<file path="src/rtl/gate_pattern_sequencer.sv">
// Sweeps a WIDTH-bit vector through all patterns in binary or Gray order.
// Optional xor_out reduction is enabled by defining GATE_SEQ_XOR_EN.
module gate_pattern_sequencer #(
  parameter int WIDTH = 2,
  parameter int HOLD  = 5
) (
  input  logic             i_clk,
  input  logic             i_rst,
  input  logic             i_start,
  input  logic             i_mode_gray,
  input  logic             i_abort,
  output logic             o_busy,
  output logic             o_valid,
  output logic [WIDTH-1:0] o_vec_out,
  output logic             o_and_out,
  output logic             o_or_out,
  output logic [WIDTH-1:0] o_pat_idx,
  output logic             o_done
`ifdef GATE_SEQ_XOR_EN
  ,
  output logic             o_xor_out
`endif
);

  localparam int CW = (HOLD > 1) ? $clog2(HOLD) : 1;

  localparam logic [1:0] S_IDLE = 2'd0;
  localparam logic [1:0] S_RUN  = 2'd1;
  localparam logic [1:0] S_DONE = 2'd2;

  localparam logic [CW-1:0]    HMAX = CW'(HOLD - 1);
  localparam logic [WIDTH-1:0] IMAX = {WIDTH{1'b1}};

  logic [1:0]       r_state;
  logic [CW-1:0]    r_cnt;
  logic [WIDTH-1:0] r_idx;
  logic [WIDTH-1:0] r_vec;
  logic             r_mode;

  logic [WIDTH-1:0] w_nxt;
  logic [WIDTH-1:0] w_enc;

  assign w_nxt = r_idx + WIDTH'(1);
  assign w_enc = r_mode ? (w_nxt ^ (w_nxt >> 1)) : w_nxt;

  always_ff @(posedge i_clk or posedge i_rst) begin
    if (i_rst) begin
      r_state <= S_IDLE;
      r_cnt   <= '0;
      r_idx   <= '0;
      r_vec   <= '0;
      r_mode  <= 1'b0;
    end else begin
      unique case (r_state)
        S_IDLE: begin
          if (i_start) begin
            r_state <= S_RUN;
            r_cnt   <= '0;
            r_idx   <= '0;
            r_vec   <= '0;
            r_mode  <= i_mode_gray;
          end
        end
        S_RUN: begin
          // abort wins over advance and completion
          if (i_abort) begin
            r_state <= S_IDLE;
            r_cnt   <= '0;
            r_idx   <= '0;
            r_vec   <= '0;
          end else if (r_cnt == HMAX) begin
            r_cnt <= '0;
            if (r_idx == IMAX) begin
              r_state <= S_DONE;
              r_idx   <= '0;
              r_vec   <= '0;
            end else begin
              r_idx <= w_nxt;
              r_vec <= w_enc;
            end
          end else begin
            r_cnt <= r_cnt + CW'(1);
          end
        end
        S_DONE: r_state <= S_IDLE;
        default: r_state <= S_IDLE;
      endcase
    end
  end

  assign o_busy    = (r_state == S_RUN);
  assign o_valid   = (r_state == S_RUN);
  assign o_done    = (r_state == S_DONE);
  assign o_vec_out = r_vec;
  assign o_pat_idx = r_idx;
  assign o_and_out = o_valid & (&r_vec);
  assign o_or_out  = o_valid & (|r_vec);
`ifdef GATE_SEQ_XOR_EN
  assign o_xor_out = o_valid & (^r_vec);
`endif

endmodule

</file>
<file path="config.mk">
export PLATFORM = sky130hd
export DESIGN_NAME = gate_pattern_sequencer
export DESIGN_NICKNAME = d
export VERILOG_FILES = /design/src/rtl/gate_pattern_sequencer.sv
export SDC_FILE = /design/constraint.sdc
export NUM_CORES = 1
export LEC_CHECK = 0
export CORE_AREA = 2 2 39 41
export CTS_BUF_LIST = sky130_fd_sc_hd__clkbuf_8
export DETAILED_ROUTE_END_ITERATION = 12
export DIE_AREA = 0 0 41 43
export GPL_TIMING_DRIVEN = 0
export PLACE_DENSITY = 0.63
export SLEW_MARGIN = 25
export SYNTH_ARGS = -nofsm -noshare
export SYNTH_HDL_FRONTEND = slang
export SYNTH_SLANG_ARGS = --single-unit
</file>
<file path="constraint.sdc">
create_clock -name i_clk -period 3.3 [get_ports i_clk]
set_clock_uncertainty 0.15 [all_clocks]
set_input_delay 0.66 -clock i_clk [delete_from_list [all_inputs] [get_ports i_clk]]
set_output_delay 0.66 -clock i_clk [all_outputs]
set_load 0.005 [all_outputs]
</file>
# After elaboration in Yosys (flattened, before gate mapping)
# Index checks and enable logic that the tools add are counted.
[op_classes]
add_sub_neg = 2
eq_ne = 7
muxes = 19
bitwise_logic = 3
n_reduce_logical = 8
[ops]
columns = ["cell", "count"]
rows = [
  ["$mux 2", 12],
  ["$pmux 2 s2", 3],
  ["$mux 3", 3],
  ["$ne 3x2->1 const B", 2],
  ["$pmux 3 s2", 1],
  ["$reduce_and 2->1", 3],
  ["$reduce_and 3->1", 2],
  ["$eq 2x2->1 const B", 2],
  ["$add 3x1->3 const B", 1],
  ["$eq 3x3->1 const B", 1],
  ["$add 2x1->2 const B", 1],
  ["$and 1x1->1", 2],
  ["$eq 2x1->1 const B", 1],
  ["$logic_not 2->1", 1],
  ["$ne 2x2->1 const B", 1],
  ["$reduce_bool 2->1", 1],
  ["$reduce_or 2->1", 1],
  ["$xor 2x1->2", 1],
]
[word_totals]
regBits = 10
input_bits = 5
output_inout_bits = 9
word_cells = 44

# Longest topological paths before layout
# Gate-level depths: netlist of the first run.
[logic_depth]
ltp_word = 7
mapped_depth = 5
mapped_depth_nobuf = 5

# Worst setup path before layout of the first run
# Ideal clock, no wire load.
[synth_path]
path_kind = "in2reg"
start = "input port i_abort"
end = "register r_cnt[2]"
setup_ps = 82
arrival_ps = 1497
required_ps = 3068
setup_slack_ps = 1571
stages = 3
n_path_buf = 0
path_cell_list = "or3b_1 > or3_1 > a31oi_1"
[synth_between]
elab_chain_cells = 2
[synth_rtl]
columns = ["item", "line", "source"]
rows = [
  ["from (decl)", "11", "input logic i_abort,"],
  ["$mux 3", "66", "if (i_abort) begin"],
  ["$pmux 3 s2", "54", "unique case (r_state)"],
  ["to (signal assigned)", "82", "r_cnt <= r_cnt + CW'(1);"],
  ["to (decl)", "35", "logic [CW-1:0] r_cnt;"],
]
# No other way between the ends.
# A chain may end at the register's enable or synchronous reset.

# Worst setup path in the final report of the first run
[layout_path]
start = "register r_state[0]"
end = "output port o_and_out"
[layout_between]
elab_chain_cells = 2
[layout_rtl]
columns = ["item", "line", "source"]
rows = [
  ["from (decl)", "34", "logic [1:0] r_state;"],
  ["from (signal assigned)", "48", "r_state <= S_IDLE;"],
  ["from (signal assigned)", "57", "r_state <= S_RUN;"],
  ["from (signal assigned)", "67", "r_state <= S_IDLE;"],
  ["$eq 2x1->1", "92", "assign o_valid = (r_state == S_RUN);"],
  ["$and 1x1->1", "96", "assign o_and_out = o_valid & (&r_vec);"],
  ["to (decl)", "15", "output logic o_and_out,"],
]
# No other way between the ends.

==> results of run 1 <==
through the flow:
step / setup WS (ps) / cell area, um^2 / total power (W) / hold WS [ps]
floorplan: 1570 / 494 / 0.000339 / 300
global placement: 1030 / 644 / 0.000450 / 318
detailed placement: 1030 / 644 / 0.000455 / 327
CTS: 900 / 689 / 0.000586 / 333
global route: 817 / 689 / 0.000630 / 365
finish: 926 / 689 / 0.000575 / 330
cell families after synthesis:
| group | Yosys count |
|---|---|
| adder cells (fa/ha/maj) | 3 |
| AO/OA/AOI/OAI | 9 |
| buffers and inverters | 8 |
| multiplexers | 4 |
| AND/OR/NAND/NOR | 16 |
| flip-flops | 9 |
flip-flops by register name (all words and copies together), names as in the netlist:
signal	count
o_vec_out	1
r_state	2
o_pat_idx	2
r_mode	1
r_cnt	3
cell usage in the layout (no fill, tap or decap):
master,count
a211oi_1,1
a21oi_1,1
a31oi_1,2
and2b_1,1
and3_1,2
buf_4,2
clkbuf_8,3
clkdlybuf4s50_1,13
dfrtp_1,9
ha_1,3
inv_1,7
mux2_2,3
mux2i_1,1
nand2_1,5
nand3_1,1
nor2_1,1
nor2b_1,2
nor3_1,1
nor3b_2,1
o211ai_1,1
o21a_1,1
o21ai_0,2
o21bai_1,1
or3_1,1
or3b_1,1
cell type report:
class                           count  share of cell area (%)
Multi-Input combinational cell     32                    33.6
Sequential cell                     9                    32.7
Timing Repair Buffer               13                    18.9
Clock buffer                        3                    5.99
Inverter                            6                    3.27
Tap cell                           16                    2.90
Buffer                              2                    2.18
Clock inverter                      1                   0.544
power by group through the flow:
stage | clock network, W | registers [W] | logic (W)
after floorplan | 0 | 0.000191 | 0.000148
after global placement | 0 | 0.000198 | 0.000253
after detailed placement | 0 | 0.000199 | 0.000256
after CTS | 0.000131 | 0.000197 | 0.000258
after global routing | 0.000136 | 0.000205 | 0.000289
final | 0.000124 | 0.000197 | 0.000253
metal layers:
layer	wire, um	global-route usage, %	part of all wire [%]	up-vias
met5	0	0	0	-
met4	14	14.0	1.6	0
met3	38	1.57	4.3	2
met2	388	15.6	44	12
met1	443	18.9	50	157
li1	-	-	-	201
worst max-delay path, stage by stage, from the launching register on:
cell and delay (ps):
dfrtp_1 400, nor2b_1 260, and3_1 180, clkdlybuf4s50_1 490
how the worst max path moves through the flow:
| stage | start | endpoint |
|---|---|---|
| after floorplan | i_abort | r_cnt[2]$_DFFE_PP0P_ |
| after global placement | i_start | o_pat_idx[0]$_DFFE_PP0P_ |
| after detailed placement | i_start | o_pat_idx[0]$_DFFE_PP0P_ |
| after CTS | r_state[0]$_DFFE_PP0P_ | o_and_out |
| after global routing | r_state[0]$_DFFE_PP0P_ | o_and_out |
| final | r_state[0]$_DFFE_PP0P_ | o_and_out |
==> impl_results.md, run 1 <==
- Startpoint types: flop
- Die height: about 43 um
- Core Area: ~1400 um^2
- Net Sw Power: 0.000182 W
- Hold Path Class: flop to flop
- Largest family of logic cells by synthesized area: simple AND/OR/NAND/NOR gates
- Post_cts resized: 0
- P&R area growth vs syn: 39.5%
- Slew of the pin with the lowest slew margin: between 300 and 400 ps
- Antenna Nets Post-Route: 0
- Util after Layout: 49.8%
- Hold Vio Cnt, Final: 0
- Status: finished clean
- Total number of yosys warnings: 0
- Wire per inst: 10.8 um
- RSZ-0062 raised after global routing: false
- Worst skew pair latency: between 200 and 250 ps
- Final Cycle Share: between 70% and 80%
- Setup tns final: 0 ps
- Hold Path Origin: r_cnt[2]$_DFFE_PP0P_
- Post-synthesis compound-gate area fraction: a little under an eighth
- Layout fillers: 150
- Top FF cell, synth: dfrtp_1
- Share of post-route cells with drive strength above 1: roughly 14%
- Unique masters post-synth: 23
- Die Footprint: approximately 1800 um^2
- Die W: 41 um
- Final Setup Violations: 0
- Max_slew headroom: between 70% and 80%
- Number of synthesized register bits: 9
- Max H-tree Level: 1
- Total grt overflow: 0
- Hold endpoint: r_cnt[2]$_DFFE_PP0P_
- Final WL: about 890 um
- FMAX: ~420 MHz
- Avg Cell Area, Syn: ~10 um^2
- Pwr dens: between 800 and 900 nW/um^2
- Synth cell count leaders: dfrtp_1, inv_1, nand2_1
- Drt first pass iters: 3
- Clock root buffer master: clkbuf_8
- RR Endpoint: o_pat_idx[0]$_DFFE_PP0P_
- Final Non-Filler Cells: 82
- Number of enable flip-flop cells after synthesis: 0
- Antenna cells: 0
- I/O Pins: 14
- Top-area cell type share of the netlist area: a little under half
- Int Pwr: between 0.0003 and 0.0004 W
- DRC viols: 0
- Leading area contributor after synthesis: dfrtp_1
- Reg2reg path depth: 5
- Post-CTS setup repair buffer count: 0
- Cts hold-fix bufs: 0
- Critical path data arrival time: roughly 1600 ps
- Sw Ratio: between 30% and 40%
- Simple logic cell fraction of the synthesized area: 18.7%
- Vias in the first global route: roughly 350
- Area of the multi-input gates: about 230 um^2
- CTS tree: built
- Mux contribution to synthesized area: slightly below 9%
- Placed Cells: just under 80
- Reg2reg start: r_cnt[0]$_DFFE_PP0P_
- First-pass GRT wire length: 1500 um
- DP HPWL: 657 um
- Asr flop ratio synth: 100%
- Slew Limit Fails: 0
- Flop-to-flop setup slack: around 1600 ps
- Mapped Area: ~500 um^2
- Gate power share: ~44%
- Crit Path Max Fanout: 7
- Synth area leaders: dfrtp_1, ha_1, mux2_2
- Count leader, synth: dfrtp_1
- Longest Clk Path Bufs: 2
- Hold depth: 1
- FP Rows: 14
- GPL Wtd Cong: ~0.77
- CP endpoint kind: primary output
- Starting Density: 35.7%
- Leak: ~0.33 nW
- Clock Sinks: 9
- Nets: 75
- First DRT Iteration DRCs: 7
- Clock power share: a little over a fifth
- VDD IR max: between 0.0004 and 0.0005 V
- Register Area: about 230 um^2
- CP Data Required Time: ~2500 ps
- GRT Util Overall: 13.2%
- Port bufs: 13
- Reg power frac: about 34%
- Reg clk slew, reported paths: about 40 ps
- Crit Path Class: flop to primary output
- Mapped Cells: 49
- Antenna violations before repair: 0
- Drt via density: 4.54
- Via count: 372
- Total CTS buffers: 3
- Max-cap violations: 0
- Syn nets: 57
- Final Critical Period: around 2400 ps
- Largest net degree at the start of global routing: 10
- Sequential fraction of the synthesis area: ~46%
- Area share of xor/xnor cells in the synthesized design: 0%
- Adder-Cell Fraction of Synth Area: 7.59%
Power figures use the tool's default switching activity.
==> run 2, diff against run 1 <==
- PLACE_DENSITY: 0.63 -> 0.65
- clock period: 3.3 -> 2.15 ns (I/O delays scaled with it)
==> impl_results.md, run 2 (same netlist as run 1, synthesis figures left out) <==
- Reg power frac: 33.4% (-0.9 points)
- Hold Path Class: primary input to async pin
- Via count: 388 (+4.3%)
- CP max stage cell: clkdlybuf4s50_1
- Placed Cells: 78 (unchanged)
- GPL Wtd Cong: 0.764 (-0.74%)
- Max incr delay on CP: 500 ps (about the same)
- DRC viols: 0 (unchanged)
- Wire per inst: 12.4 um (+15%)
- Int Pwr: 0.000619 W (+57%)
- Crit Path Max Fanout: 6 (-1)
- Die Footprint: 1760 um^2 (unchanged)
- Nets: 75 (unchanged)
- Final Critical Period: about 2000 ps
- Most frequent cells in the layout: clkdlybuf4s50_1, inv_1, dfrtp_1
- Final Power: 0.000916 W (+59%)
- Antenna Nets Post-Route: 0 (unchanged)
- Antenna cells: 0 (unchanged)
- Most flop-heavy register: r_cnt
- Die W: 41 um (unchanged)
- Clock Sinks: 9 (unchanged)
- CP Data Required Time: 1570 ps (-920 ps)
- FMAX: about 500 MHz
- Drt via density: 4.73 (+4.3%)
- Final Cycle Share: a little over nine tenths
- Critical path data arrival time: 1480 ps (-80 ps)
- Slew Limit Fails: 0 (unchanged)
- Port bufs: 13 (unchanged)
- Max_slew headroom: 74.0% (+0.26 points)
- Util after Layout: 50.5% (+0.72 points)
- RSZ-0062 raised after global routing: false
- Most common cell after layout, fill and taps aside: clkdlybuf4s50_1
- Pre-CTS WS: 108 ps (-918 ps)
- Largest net degree at the start of global routing: 10 (unchanged)
- Die height: 43 um (unchanged)
- Antenna violations before repair: 0 (unchanged)
- Setup tns final: 0 ps (unchanged)
- Hold Vio Cnt, Final: 0 (unchanged)
- Gate power share: 45.1% (+1.0 points)
- I/O Pins: 14 (unchanged)
- Total grt overflow: 0 (unchanged)
- Clock power share: 21.5% (about the same)
- Total CTS buffers: 3 (unchanged)
- VDD IR max: 0.000545 V (+11%)
- Status: finished clean
- Max-cap violations: 0 (unchanged)
- Core Area: 1380 um^2 (unchanged)
- Reg clk slew, reported paths: 50 ps (about the same)
- First DRT Iteration DRCs: 5 (-2)
- FP Rows: 14 (unchanged)
- Pwr dens: 1310 nW/um^2 (+57%)
- DP HPWL: 759 um (+16%)
- CTS tree: built
- GRT Util Overall: 15.8% (+2.6 points)
- Vias in the first global route: 401 (+13%)
- Final Setup Violations: 0 (unchanged)
- Share of post-route cells with drive strength above 1: 18.2% (+4.5 points)
- Longest Clk Path Bufs: 2 (unchanged)
- Cts hold-fix bufs: 0 (unchanged)
- Sw Ratio: 32.5% (+0.84 points)
- Worst skew pair latency: 240 ps (about the same)
- Worst Slack Setup Final: 90.5 ps (-836 ps)
- CP endpoint kind: primary output
- Max FFs per register: 3 (unchanged)
- First-pass GRT wire length: 1790 um (+20%)
- Leak: 0.330 nW (+1.3%)
- Slew of the pin with the lowest slew margin: 388 ps (-3.81 ps)
- Crit-path cells: nor2b_4 -> and3_1 -> clkdlybuf4s50_1
- Startpoint types: flop
- Starting Density: 35.7% (unchanged)
- Drt first pass iters: 4 (+1)
- P&R area growth vs syn: 41.5%
- Clock root buffer master: clkbuf_8
- Net Sw Power: 0.000297 W (+64%)
- Final Non-Filler Cells: 82 (unchanged)
- Crit Path Class: flop to primary output
- Final WL: 1020 um (+15%)
- Max H-tree Level: 1 (unchanged)
run 2: cell types whose count changed in the layout (fill, tap and decap cells not counted):
cell / change
nor2b_1: -1
dfrtp_2: +2
dfrtp_1: -2
nor2b_4: +1
run 2: path summary, 6_finish.rpt:
| check | slack [ps] | start | cells after the start | end |
|---|---|---|---|---|
| max in group asynchronous | 1260 | i_rst | 2 | r_state[0]$_DFFE_PP0P_ |
| min reg2reg | 340 | r_cnt[2]$_DFFE_PP0P_ | 1 | r_cnt[2]$_DFFE_PP0P_ |
| max | 90 | r_state[1]$_DFFE_PP0P_ | 3 | o_and_out |
| max reg2reg | 390 | r_cnt[0]$_DFFE_PP0P_ | 5 | o_pat_idx[0]$_DFFE_PP0P_ |
| min in group i_clk | 340 | r_cnt[2]$_DFFE_PP0P_ | 1 | r_cnt[2]$_DFFE_PP0P_ |
| min | 300 | i_rst | 2 | r_cnt[0]$_DFFE_PP0P_ |
run 2: repair_timing:
action,CTS,global route
setup buffers,0,0
endpoints found under the setup margin,1,3
resized for setup,1,3
run 2: area by class of cell:
cell class                 count  area (um^2)
buffer                         2         15.0
sequential                     9          228
timing repair buffer          13          130
fill                         151          684
clock buffer                   3         41.3
clock inverter                 1         3.75
multi-input combinational     32          239
inverter                       6         22.5
tap                           16         20.0
run 2: through the flow:
step                hold WS, ps  instance area [um^2]
floorplan                   108                   494
global placement            316                   644
detailed placement          336                   644
CTS                         321                   692
global route                369                   699
finish                      302                   699
run 2: routing by layer:
metal | GRT usage (%) | part of all wire (%) | vias up
met5 | 0 | 0 | -
met4 | 14.0 | 2.7 | 0
met3 | 2.09 | 4.4 | 4
met2 | 21.3 | 46 | 14
met1 | 21.0 | 47 | 171
li1 | - | - | 199
run 2: power groups by stage:
stage                     sequential [W]  clock, W  combinational [W]
final                           0.000306  0.000197           0.000413
after global placement          0.000301         0           0.000388
after detailed placement        0.000305         0           0.000406
after floorplan                 0.000294         0           0.000227
after global routing            0.000322  0.000215           0.000467
after CTS                       0.000303  0.000202           0.000411
run 2: critical path: cells and delay by family (launching register included):
family	cells	cell delay, ps
buffers and inverters	1	500
and+or+nand+nor	2	300
DFF	1	440
